**src/rtl/seq_div_pkg.sv**
```systemverilog
// Shared widths, state encoding and latency for the sequential signed divider.
package seq_div_pkg;

  localparam int DW_DEFAULT = 8;
  localparam int QW_DEFAULT = 2 * DW_DEFAULT;
  localparam int ITER_DEFAULT = QW_DEFAULT;
  // Edges from the accepting edge until ready is high again with the result.
  localparam int LATENCY = ITER_DEFAULT + 1;

  typedef enum logic [1:0] {
    IDLE = 2'd0,
    DIV  = 2'd1,
    FIX  = 2'd2,
    DONE = 2'd3
  } state_t;

endpackage

```
**src/rtl/seq_divider_signed_div_step.sv**
```systemverilog
// One restoring division step: shift in the next dividend bit, try to subtract |B|.
module div_step
  import seq_div_pkg::*;
#(
  parameter int DW = DW_DEFAULT
) (
  input  logic [DW:0] rem_in,
  input  logic        bit_in,
  input  logic [DW-1:0] b_mag,
  output logic [DW:0] rem_out,
  output logic        q_bit
);

  logic [DW+1:0] shifted;
  logic [DW+1:0] trial;

  // NOTE: every output is assigned on every path, so no latch can be inferred.
  always_comb begin
    shifted = {rem_in, bit_in};
    trial   = shifted - {2'b00, b_mag};
    q_bit   = ~trial[DW+1];
    rem_out = q_bit ? trial[DW:0] : shifted[DW:0];
  end

endmodule

```
**src/rtl/seq_divider_signed.sv**
```systemverilog
// Sequential signed restoring divider: 2*DW / DW -> truncating quotient and remainder,
// one quotient bit per clock, start/ready handshake.
module seq_divider_signed
  import seq_div_pkg::*;
#(
  parameter int DW   = DW_DEFAULT,
  parameter int ITER = 2 * DW
) (
  input  logic            clk,
  input  logic            rst_n,
  input  logic            start,
  input  logic [2*DW-1:0] A,
  input  logic [DW-1:0]   B,
  output logic [2*DW-1:0] Quotient,
  output logic [DW-1:0]   Remainder,
  output logic            div_by_zero,
  output logic            overflow,
  output logic            ready
);

  localparam int QW = 2 * DW;
  localparam int CW = $clog2(ITER + 1);

  if (ITER != 2 * DW) begin : g_bad_iter
    $error("seq_divider_signed: ITER must equal 2*DW");
  end

  state_t        state;
  logic [CW-1:0] cnt;
  logic [DW:0]   rem;
  logic [QW-1:0] quo;
  logic [DW-1:0] b_mag;
  logic          a_neg;
  logic          q_neg;
  logic          dz_pend;
  logic          ov_pend;

  logic [QW-1:0] a_mag_c;
  logic [DW-1:0] b_mag_c;
  logic [DW:0]   step_rem;
  logic          step_q;

  // Two's-complement negation of the most negative value wraps to exactly its magnitude.
  assign a_mag_c = A[QW-1] ? -A : A;
  assign b_mag_c = B[DW-1] ? -B : B;

  div_step #(.DW(DW)) u_step (
    .rem_in (rem),
    .bit_in (quo[QW-1]),
    .b_mag  (b_mag),
    .rem_out(step_rem),
    .q_bit  (step_q)
  );

  // NOTE: sequential state uses non-blocking assignments so every register samples pre-edge values.
  always_ff @(posedge clk or negedge rst_n) begin
    if (!rst_n) begin
      state       <= IDLE;
      cnt         <= '0;
      rem         <= '0;
      quo         <= '0;
      b_mag       <= '0;
      a_neg       <= 1'b0;
      q_neg       <= 1'b0;
      dz_pend     <= 1'b0;
      ov_pend     <= 1'b0;
      Quotient    <= '0;
      Remainder   <= '0;
      div_by_zero <= 1'b0;
      overflow    <= 1'b0;
      ready       <= 1'b1;
    end else begin
      case (state)
        IDLE, DONE: begin
          if (start) begin
            rem     <= '0;
            quo     <= a_mag_c;
            b_mag   <= b_mag_c;
            a_neg   <= A[QW-1];
            q_neg   <= A[QW-1] ^ B[DW-1];
            dz_pend <= (B == '0);
            ov_pend <= (A == {1'b1, {(QW-1){1'b0}}}) && (B == '1);
            cnt     <= '0;
            ready   <= 1'b0;
            state   <= DIV;
          end
        end
        DIV: begin
          rem <= step_rem;
          quo <= {quo[QW-2:0], step_q};
          cnt <= cnt + 1'b1;
          if (cnt == CW'(ITER - 1)) state <= FIX;
        end
        FIX: begin
          if (dz_pend) begin
            Quotient  <= a_neg ? {1'b1, {(QW-1){1'b0}}} : {1'b0, {(QW-1){1'b1}}};
            Remainder <= '0;
          end else begin
            Quotient  <= q_neg ? -quo : quo;
            Remainder <= a_neg ? -rem[DW-1:0] : rem[DW-1:0];
          end
          div_by_zero <= dz_pend;
          overflow    <= ov_pend;
          ready       <= 1'b1;
          state       <= DONE;
        end
        default: state <= IDLE;
      endcase
    end
  end

endmodule

```
**config.mk**
```make
export PLATFORM = sky130hd
export DESIGN_NAME = seq_divider_signed
export DESIGN_NICKNAME = d
export VERILOG_FILES = /design/src/rtl/seq_div_pkg.sv /design/src/rtl/seq_divider_signed_div_step.sv /design/src/rtl/seq_divider_signed.sv
export SDC_FILE = /design/constraint.sdc
export NUM_CORES = 1
export LEC_CHECK = 0
export CELL_PAD_IN_SITES_DETAIL_PLACEMENT = 1
export CELL_PAD_IN_SITES_GLOBAL_PLACEMENT = 1
export CORE_UTILIZATION = 25
export DETAILED_ROUTE_END_ITERATION = 8
export DONT_BUFFER_PORTS = 1
export MAX_ROUTING_LAYER = met4
export PLACE_DENSITY = 0.49
export SYNTH_ARGS = -nofsm -noshare
export SYNTH_HDL_FRONTEND = slang
export SYNTH_SLANG_ARGS = --single-unit
export TNS_END_PERCENT = 100
```
**constraint.sdc**
```tcl
create_clock -name clk -period 2.7 [get_ports clk]
set_input_delay 0.405 -clock clk [delete_from_list [all_inputs] [get_ports clk]]
set_output_delay 0.405 -clock clk [all_outputs]
set_load 0.05 [all_outputs]
```
==> run summary <==
die area: 0.0178 mm²
H-tree levels: 3
Post-synth EDFFs: 0
Core Util, Final: 29.4%
final hold vios: 0
Synth Cell Area: 0.00431 mm²
top cells by count, synth: 70 x dfrtp_1, 52 x o21ai_0, 47 x nand2_1
Synth Flop Type: dfrtp_1
Initial Util: 25.8%
critical-path maximum fanout: 5
Seq pwr share: 38.1%
met2 wire len: 5050 µm
Mean Syn Cell Area: 8.95 µm²
clock slew at the register clock pins of the worst setup and hold paths: 0.06 ns
Rows: 47
die span in y: 133 µm
fin nets: 522
status: complete, no violations
TritonCTS Buffers: 9
Syn Nets: 528
initial antenna violation count: 0
routability cong.: 0.790
CP Launch Type: flip-flop
Vias/cell: 4.73
Layout Skew: 0.00597 ns
clk buf depth: 2
max cap viols: 0
ANT nets after route: 0
IO Count: 54
share of cells above drive strength 1: 7.08%
total track usage: 14.3%
Synth top area share: 40.6%
critical path arrival: 2.60 ns
Power Dens Cells: 1350 mW/mm²
Area Overhead vs Synth: 13.7%
Pint: 3.50 mW
Sw Ratio: 47.3%
Root Driver: clkbuf_16
synthesized instance count: 482
crit path time final: 2.38 ns
routed length per instance: 16.5 µm
Critical Path RT: 2.92 ns
DRT iter0 DRCs: 134
Crit Path Class: flip-flop to flip-flop
Final Power: 6.63 mW
flops & latches, synth: 71
first-pass GRT wire length: 19200 µm
Post-CTS Setup Inserts: 0
fin crit share: 88.0%
area leader, netlist: dfrtp_1
largest net degree at the start of global routing: 72
Max Freq: 421 MHz
# DRC: 0
CP Capture Type: flip-flop
Diodes inserted: 0
clock share of power: 19.5%
Leakage: 2.09 nW
setup violators final: 0
DR top layer: met4
fillers: 1933
Comb pwr share: 42.4%
most common cell in the synthesized netlist: dfrtp_1
hold crit path type: primary input to flip-flop
GRT overflow: 0
Met3 Routed Length: 782 µm
drt pass-1 iters: 4
clock sinks: 71
Peak VDD IR: 0.640 mV
Design Area, Final: 0.00490 mm²
CTS tree: yes
PostCTS Resize Cnt: 0
worst skew pair latency: 0.34 ns
asr flop ratio synth: 100%
Cell Area, Placed: 0.00454 mm²
RSZ-0062 raised after global routing: no
Least-Margin Pin Slew: 1.03 ns
vias in the first global route: 3523
slew margin rel.: 31.5%
HPWL after DPL: 8670 µm
core area: 0.0167 mm²
via count: 3312
Synth Warn #: 0
port buffer count: 0
Cell variety after synth: 42
Slew Viols, Final: 0
Synth area leaders: dfrtp_1 41%, o21ai_0 6.0%, ha_1 5.2%
M1 WL: 5570 µm
post-synthesis sequential area ratio: 41.2%
setup_tns: 0 ns
Net Switching: 3.14 mW
Die X: 133 µm
routed wire length: 11500 µm
cells by family (layout without fill, tap and decap cells):
logic type | Yosys count | count (layout) | share of synthesized area, %
AO/OA/AOI/OAI | 136 | 136 | 19.2
AND/OR/NAND/NOR | 125 | 125 | 14.0
flip-flops | 71 | 71 | 41.2
buffers and inverters | 64 | 62 | 5.57
XOR/XNOR | 46 | 46 | 9.34
multiplexers | 21 | 21 | 5.02
adder cells (fa/ha/maj) | 19 | 19 | 5.68
registers in the layout (all words and copies together), names as in the netlist:
name         cells
Quotient        16
Remainder        8
a_neg            1
b_mag            8
cnt              5
div_by_zero      1
dz_pend          1
ov_pend          1
overflow         1
q_neg            1
quo             16
ready            1
rem              9
state            2
path summary, 6_finish.rpt:
kind / startpoint / end / slack (ns) / cells after the start
worst max-delay path: quo[9]$_DFFE_PN0P_ / Quotient[15]$_DFFE_PN0P_ / 0.32 / 6
worst min-delay path: A[15] / a_neg$_DFFE_PN0P_ / 0.22 / 1
worst max register to register: quo[9]$_DFFE_PN0P_ / Quotient[15]$_DFFE_PN0P_ / 0.32 / 6
worst min register to register: b_mag[3]$_DFFE_PN0P_ / b_mag[3]$_DFFE_PN0P_ / 0.49 / 2
max in group asynchronous: rst_n / ready$_DFFE_PN1P_ / 1.76 / 2
min in group asynchronous: rst_n / Quotient[4]$_DFFE_PN0P_ / 0.61 / 2
metrics by stage:
| step | hold WS, ns | instances | setup WS (ns) |
|---|---|---|---|
| floorplan | 0.109 | 482 | 0.224 |
| global placement | 0.111 | 683 | 0.158 |
| detailed placement | 0.111 | 683 | 0.130 |
| CTS | 0.211 | 700 | 0.294 |
| global route | 0.217 | 700 | 0.179 |
| finish | 0.224 | 700 | 0.325 |
cell usage in the layout (no fill, tap or decap), types with 7 or more instances in the layout:
cell	instances
nand2_1	47
xor2_1	22
ha_1	18
nor3_1	7
nor2b_1	8
xnor2_1	24
mux2i_1	16
nand3_1	11
inv_1	39
o22ai_1	14
o31ai_1	15
a21oi_1	25
clkbuf_16	9
o21ai_0	52
nor2_1	27
dfrtp_1	70
worst max-delay path, stage by stage (launching register included):
cell and delay (ns):
dfrtp_1 0.43, or4_1 0.58, or4_1 0.45, o31ai_1 0.30
xnor2_1 0.15, o21ai_0 0.08, mux2_2 0.28
power by group through the flow:
| stage | sequential, mW | clock (mW) | combinational, mW |
|---|---|---|---|
| 2_1_floorplan | 2.35 | 0 | 2.28 |
| 3_3_place_gp | 2.54 | 0 | 2.76 |
| 3_5_place_dp | 2.57 | 0 | 2.83 |
| 4_1_cts | 2.55 | 1.34 | 2.88 |
| 5_1_grt | 2.61 | 1.38 | 3.26 |
| 6_report | 2.53 | 1.29 | 2.81 |
per-layer routing:
layer | track usage, % | up-vias
li1 | - | 1681
met1 | 18.4 | 1571
met2 | 21.3 | 49
met3 | 4.87 | 11
met4 | 3.98 | 0
met5 | - | -
area by class of cell:
type	instances	area [µm²]	share of cell area, %
well taps	220	275	5.61
flip-flops and latches	71	1780	36.3
inverters	39	146	2.99
multi-input cells	347	2300	46.9
clock buffers	10	239	4.87
clock inverters	5	82.6	1.68
repair buffers	8	82.6	1.68
timing repair:
| item | in CTS | in global routing |
|---|---|---|
| hold buffers | 2 | 0 |
| setup endpoints to repair | 0 | 0 |
| endpoints found under the hold margin | 71 | 0 |
No activity file was read; power rests on OpenSTA's default activity.
